<file path="src/rtl/slowmem_master.sv">
// Two-client initiator for the slowmem strobe/mfc protocol: arbitrates req0/req1,
// issues a one-cycle strobe, waits for mfc on reads and returns a one-cycle done.
module slowmem_master #(
  parameter int WIDTH   = 16,
  parameter int AW      = 16,
  parameter int TIMEOUT = 15
) (
  input  logic             clk,
  input  logic             reset,
  input  logic             req0,
  input  logic             rnotw0,
  input  logic [AW-1:0]    addr0,
  input  logic [WIDTH-1:0] wdata0,
  output logic             done0,
  output logic [WIDTH-1:0] rdata0,
  input  logic             req1,
  input  logic             rnotw1,
  input  logic [AW-1:0]    addr1,
  input  logic [WIDTH-1:0] wdata1,
  output logic             done1,
  output logic [WIDTH-1:0] rdata1,
  output logic             mem_strobe,
  output logic             mem_rnotw,
  output logic [AW-1:0]    mem_addr,
  output logic [WIDTH-1:0] mem_wdata,
  input  logic             mem_mfc,
  input  logic [WIDTH-1:0] mem_rdata,
  output logic             busy,
  output logic             timeout_err
);

  // state | meaning
  // IDLE  | no transaction, arbitrating requests
  // ISSUE | strobe high this cycle, slowmem samples at the next edge
  // WAIT  | read issued, waiting for mfc or timeout
  // DONE  | done pulse high for the granted client
  typedef enum logic [1:0] {IDLE, ISSUE, WAIT, DONE} state_t;

  localparam int CW = $clog2(TIMEOUT + 1);

  state_t        state;
  logic [CW-1:0] cnt;
  logic          last;
  logic          gnt;
  logic          pick;

  // On a tie the client not served last wins; a lone requester always wins.
  assign pick = (req0 && req1) ? ~last : req1;

  always_ff @(posedge clk or posedge reset) begin
    if (reset) begin
      state       <= IDLE;
      cnt         <= '0;
      last        <= 1'b1;
      gnt         <= 1'b0;
      done0       <= 1'b0;
      done1       <= 1'b0;
      rdata0      <= '0;
      rdata1      <= '0;
      mem_strobe  <= 1'b0;
      mem_rnotw   <= 1'b0;
      mem_addr    <= '0;
      mem_wdata   <= '0;
      busy        <= 1'b0;
      timeout_err <= 1'b0;
    end else begin
      case (state)
        IDLE: begin
          if (req0 || req1) begin
            gnt        <= pick;
            last       <= pick;
            mem_rnotw  <= pick ? rnotw1 : rnotw0;
            mem_addr   <= pick ? addr1 : addr0;
            mem_wdata  <= pick ? wdata1 : wdata0;
            mem_strobe <= 1'b1;
            busy       <= 1'b1;
            state      <= ISSUE;
          end
        end
        ISSUE: begin
          mem_strobe <= 1'b0;
          if (mem_rnotw) begin
            cnt   <= '0;
            state <= WAIT;
          end else begin
            if (gnt) done1 <= 1'b1;
            else     done0 <= 1'b1;
            state <= DONE;
          end
        end
        WAIT: begin
          if (mem_mfc) begin
            if (gnt) begin rdata1 <= mem_rdata; done1 <= 1'b1; end
            else     begin rdata0 <= mem_rdata; done0 <= 1'b1; end
            state <= DONE;
          end else if (cnt == CW'(TIMEOUT - 1)) begin
            if (gnt) begin rdata1 <= '0; done1 <= 1'b1; end
            else     begin rdata0 <= '0; done0 <= 1'b1; end
            timeout_err <= 1'b1;
            state       <= DONE;
          end else begin
            cnt <= cnt + CW'(1);
          end
        end
        DONE: begin
          done0 <= 1'b0;
          done1 <= 1'b0;
          busy  <= 1'b0;
          state <= IDLE;
        end
        default: state <= IDLE;
      endcase
    end
  end

endmodule

</file>
<file path="config.mk">
export PLATFORM = sky130hd
export DESIGN_NAME = slowmem_master
export DESIGN_NICKNAME = d
export VERILOG_FILES = /design/src/rtl/slowmem_master.sv
export SDC_FILE = /design/constraint.sdc
export NUM_CORES = 1
export LEC_CHECK = 0
export CAP_MARGIN = 10
export CORE_UTILIZATION = 45
export CTS_CLUSTER_DIAMETER = 30
export DETAILED_ROUTE_END_ITERATION = 16
export GPL_ROUTABILITY_DRIVEN = 0
export GPL_TIMING_DRIVEN = 0
export PLACE_DENSITY = 0.93
export SLEW_MARGIN = 20
export SYNTH_ARGS = -nofsm -noshare
export SYNTH_HDL_FRONTEND = slang
export SYNTH_SLANG_ARGS = --single-unit
</file>
<file path="constraint.sdc">
create_clock -name clk -period 4.6 [get_ports clk]
set_input_delay 0.46 -clock clk [delete_from_list [all_inputs] [get_ports clk]]
set_output_delay 0.46 -clock clk [all_outputs]
set_load 0.1 [all_outputs]
</file>
==> out/metrics.csv <==
metric,value,unit
drt wl/cell,16.4,um
Post-CTS Resized,0,
TritonCTS Buffers,9,
largest cells by area after synthesis,"dfrtp_1, mux2i_1, mux2_2",
pin count of the biggest net entering global routing,42,
Synth Area in Compound Gates,9.68,%
CTS H-tree depth,3,
layout cell share with drive strength beyond 1,14.4,%
CTS tree,built,
vias in the first global route,3091,
detailed-route via count,2982,
worst hold start,mem_addr[1],
core area,0.00773,mm^2
reg2reg end,mem_wdata[6],
post-synthesis mux area share,21.1,%
post-synthesis adder-cell area fraction,2.08,%
first-pass GRT wire length,15200,um
"Seq/Total Area, Yosys",54.2,%
Synth cell types,40,
number of synthesized register bits,78,
CP arrival,1.98,ns
setup violators final,0,
Initial DRC Count,58,
Synth Area in XOR/XNOR,0,%
Total Routing Usage GR,23.6,%
Chip Width,91.5,um
Sum Neg Setup Slack,0,ns
fill count,526,
cells after synthesis,298,
postcts setup bufs,0,
Critical Path RT,4.14,ns
share of the synthesized area in the top cell type,53.5,%
# diodes,0,
Worst Hold End,mem_addr[1],
Register Area,0.00195,mm^2
vias per std cell,5.20,
largest family of logic cells by synthesized area,multiplexers,
CP Launch Type,flip-flop,
worst-case reg-to-reg path depth,8,
critical path's slowest cell,clkdlybuf4s50_1,
number of synthesis warnings,0,
simple-gate share of the synthesized area,8.99,%
Hold Path Cell Cnt,2,
Util after Layout,71.7,%
First-pass DRT Iterations,4,
"Hold Vio Cnt, Final",0,
R2R setup slack,2.57,ns
input/output buffers,156,
CP max FO,7,
die area,0.00837,mm^2
syn nets,391,
Slowest Stage Delay on Critical Path,1.17,ns
initial core utilization,46.6,%
RSZ-0062 raised after global routing,no,
Max Clk Rate,410,MHz
final WL,9380,um
Syn Std Cell Area,0.00360,mm^2
area taken by multi-input logic gates,0.00151,mm^2
clk sinks,78,
I/O pins,157,
CP Cell Sequence,clkdlybuf4s50_1,
Critical Path Sink Type,output pin,
GRT overflow,0,
Worst-path clk slew,0.08,ns
nets@finish,559,
DRC viols,0,
Worst Setup Path Type,flip-flop to output pin,
worst slew pin tran,1.04,ns
status,completed,
reg-to-reg critical path startpoint,state[0],
clk_lat worst skew,0.35,ns
Final min period,2.44,ns
Cell Rows,32,
Max clock buf depth,2,
skew final,0.00964,ns
DP HPWL,7420,um
"Avg Cell Area, Syn",12.1,um^2
"Area growth, synth to finish",53.7,%
Worst setup startpoint,mem_rnotw,
Critical path buffers and inverters,1,
Final Max Tran Viols,0,
# hold bufs at CTS,0,
Max-Cap Viols,0,
Root Buffer,clkbuf_8,
crit-path leading delay family,buffers and inverters,
cell taking the most area after synthesis,dfrtp_1,
hold_ws,0.481,ns
period utilisation layout,53.0,%
Routed Antenna Nets,0,
initial antenna violation count,0,
Worst slew margin,30.7,%
Die Y,91.5,um
Hold Path Class,flip-flop to flip-flop,
==> cells by family after synthesis <==
kind of cell               count (synthesis)
and+or+nand+nor                           64
AOI/OAI and AO/OA                         57
muxes                                     68
buffers and inverters                     25
adders and majority gates                  6
DFF                                       78
==> metal layers <==
layer  GRT usage [%]  share of wire, %
met3            8.04               8.6
met2            40.9                51
met5               0                 0
met1            27.9                39
met4            6.48              0.94
==> worst min-delay path, cell delays in order, from the launching register on <==
cell     delay (ns)
dfrtp_1        0.35
nand2_1        0.05
o21ai_0        0.06
==> stage by stage <==
| stage | area [um^2] | setup slack [ns] | cells |
|---|---|---|---|
| after floorplan | 3600 | 2.15 | 298 |
| after global placement | 5290 | 0.972 | 556 |
| after detailed placement | 5320 | 2.39 | 557 |
| after CTS | 5540 | 2.14 | 573 |
| after global routing | 5540 | 2.10 | 573 |
| final | 5540 | 2.16 | 573 |
==> Yosys cell counts, drive strengths merged <==
cell type and count:
a211o 1, a21boi 1, a21o 1, a21oi 4, a221oi 2, a22o 2, a2bb2oi 2, a31o 1
a31oi 1, and2 16, and3b 1, buf 12, clkbuf 6, dfrtp 77, dfstp 1, ha 6
inv 7, mux2 33, mux2i 35, nand2 35, nand2b 2, nand3 3, nor2b 3, nor3b 1
o21ai 37, o21bai 1, o221ai 1, o22ai 1, o2bb2ai 1, o32a 1, or3b 2, or4 1
==> cell usage in the layout (no fill, tap or decap), types with 2 or more instances in the layout <==
cell and instances:
a21oi_1 4, a221oi_1 2, a2bb2oi_1 2, and2_1 16, buf_12 2, buf_2 6
buf_4 3, buf_6 2, bufinv_16 2, clkbuf_1 7, clkbuf_8 10, clkdlybuf4s50_1 156
clkinv_4 2, dfrtp_1 77, ha_1 6, inv_1 6, mux2_2 23, mux2_4 10
mux2i_1 35, nand2_1 35, nand2b_1 2, nand3_1 2, nor2b_1 3, o21ai_0 36
==> registers in the layout, summed over array words and instances, names as in the netlist, 2 cells and up <==
name,cells
cnt,4
mem_addr,16
mem_wdata,16
rdata0,16
rdata1,16
state,2
==> worst max path at each step <==
stage / endpoint / depth (start not counted) / slack [ns]
2_1_floorplan: busy / 1 / 2.15
3_3_place_gp: mem_wdata[4] / 2 / 0.97
4_1_cts: mem_rnotw / 1 / 2.14
3_5_place_dp: mem_wdata[4] / 6 / 2.39
6_report: mem_rnotw / 1 / 2.16
5_1_grt: mem_rnotw / 1 / 2.10
==> layout make-up <==
type | count | share of cell area, %
clock inverter | 5 | 1.49
timing repair buffer | 157 | 28.5
tap | 102 | 2.30
clock buffer | 11 | 2.55
buffer | 18 | 2.12
sequential | 78 | 35.3
inverter | 7 | 0.519
multi-input combinational | 195 | 27.2
Power is not shown: default switching activity piles up to over one toggle a cycle in this logic, so the estimate is an artifact.
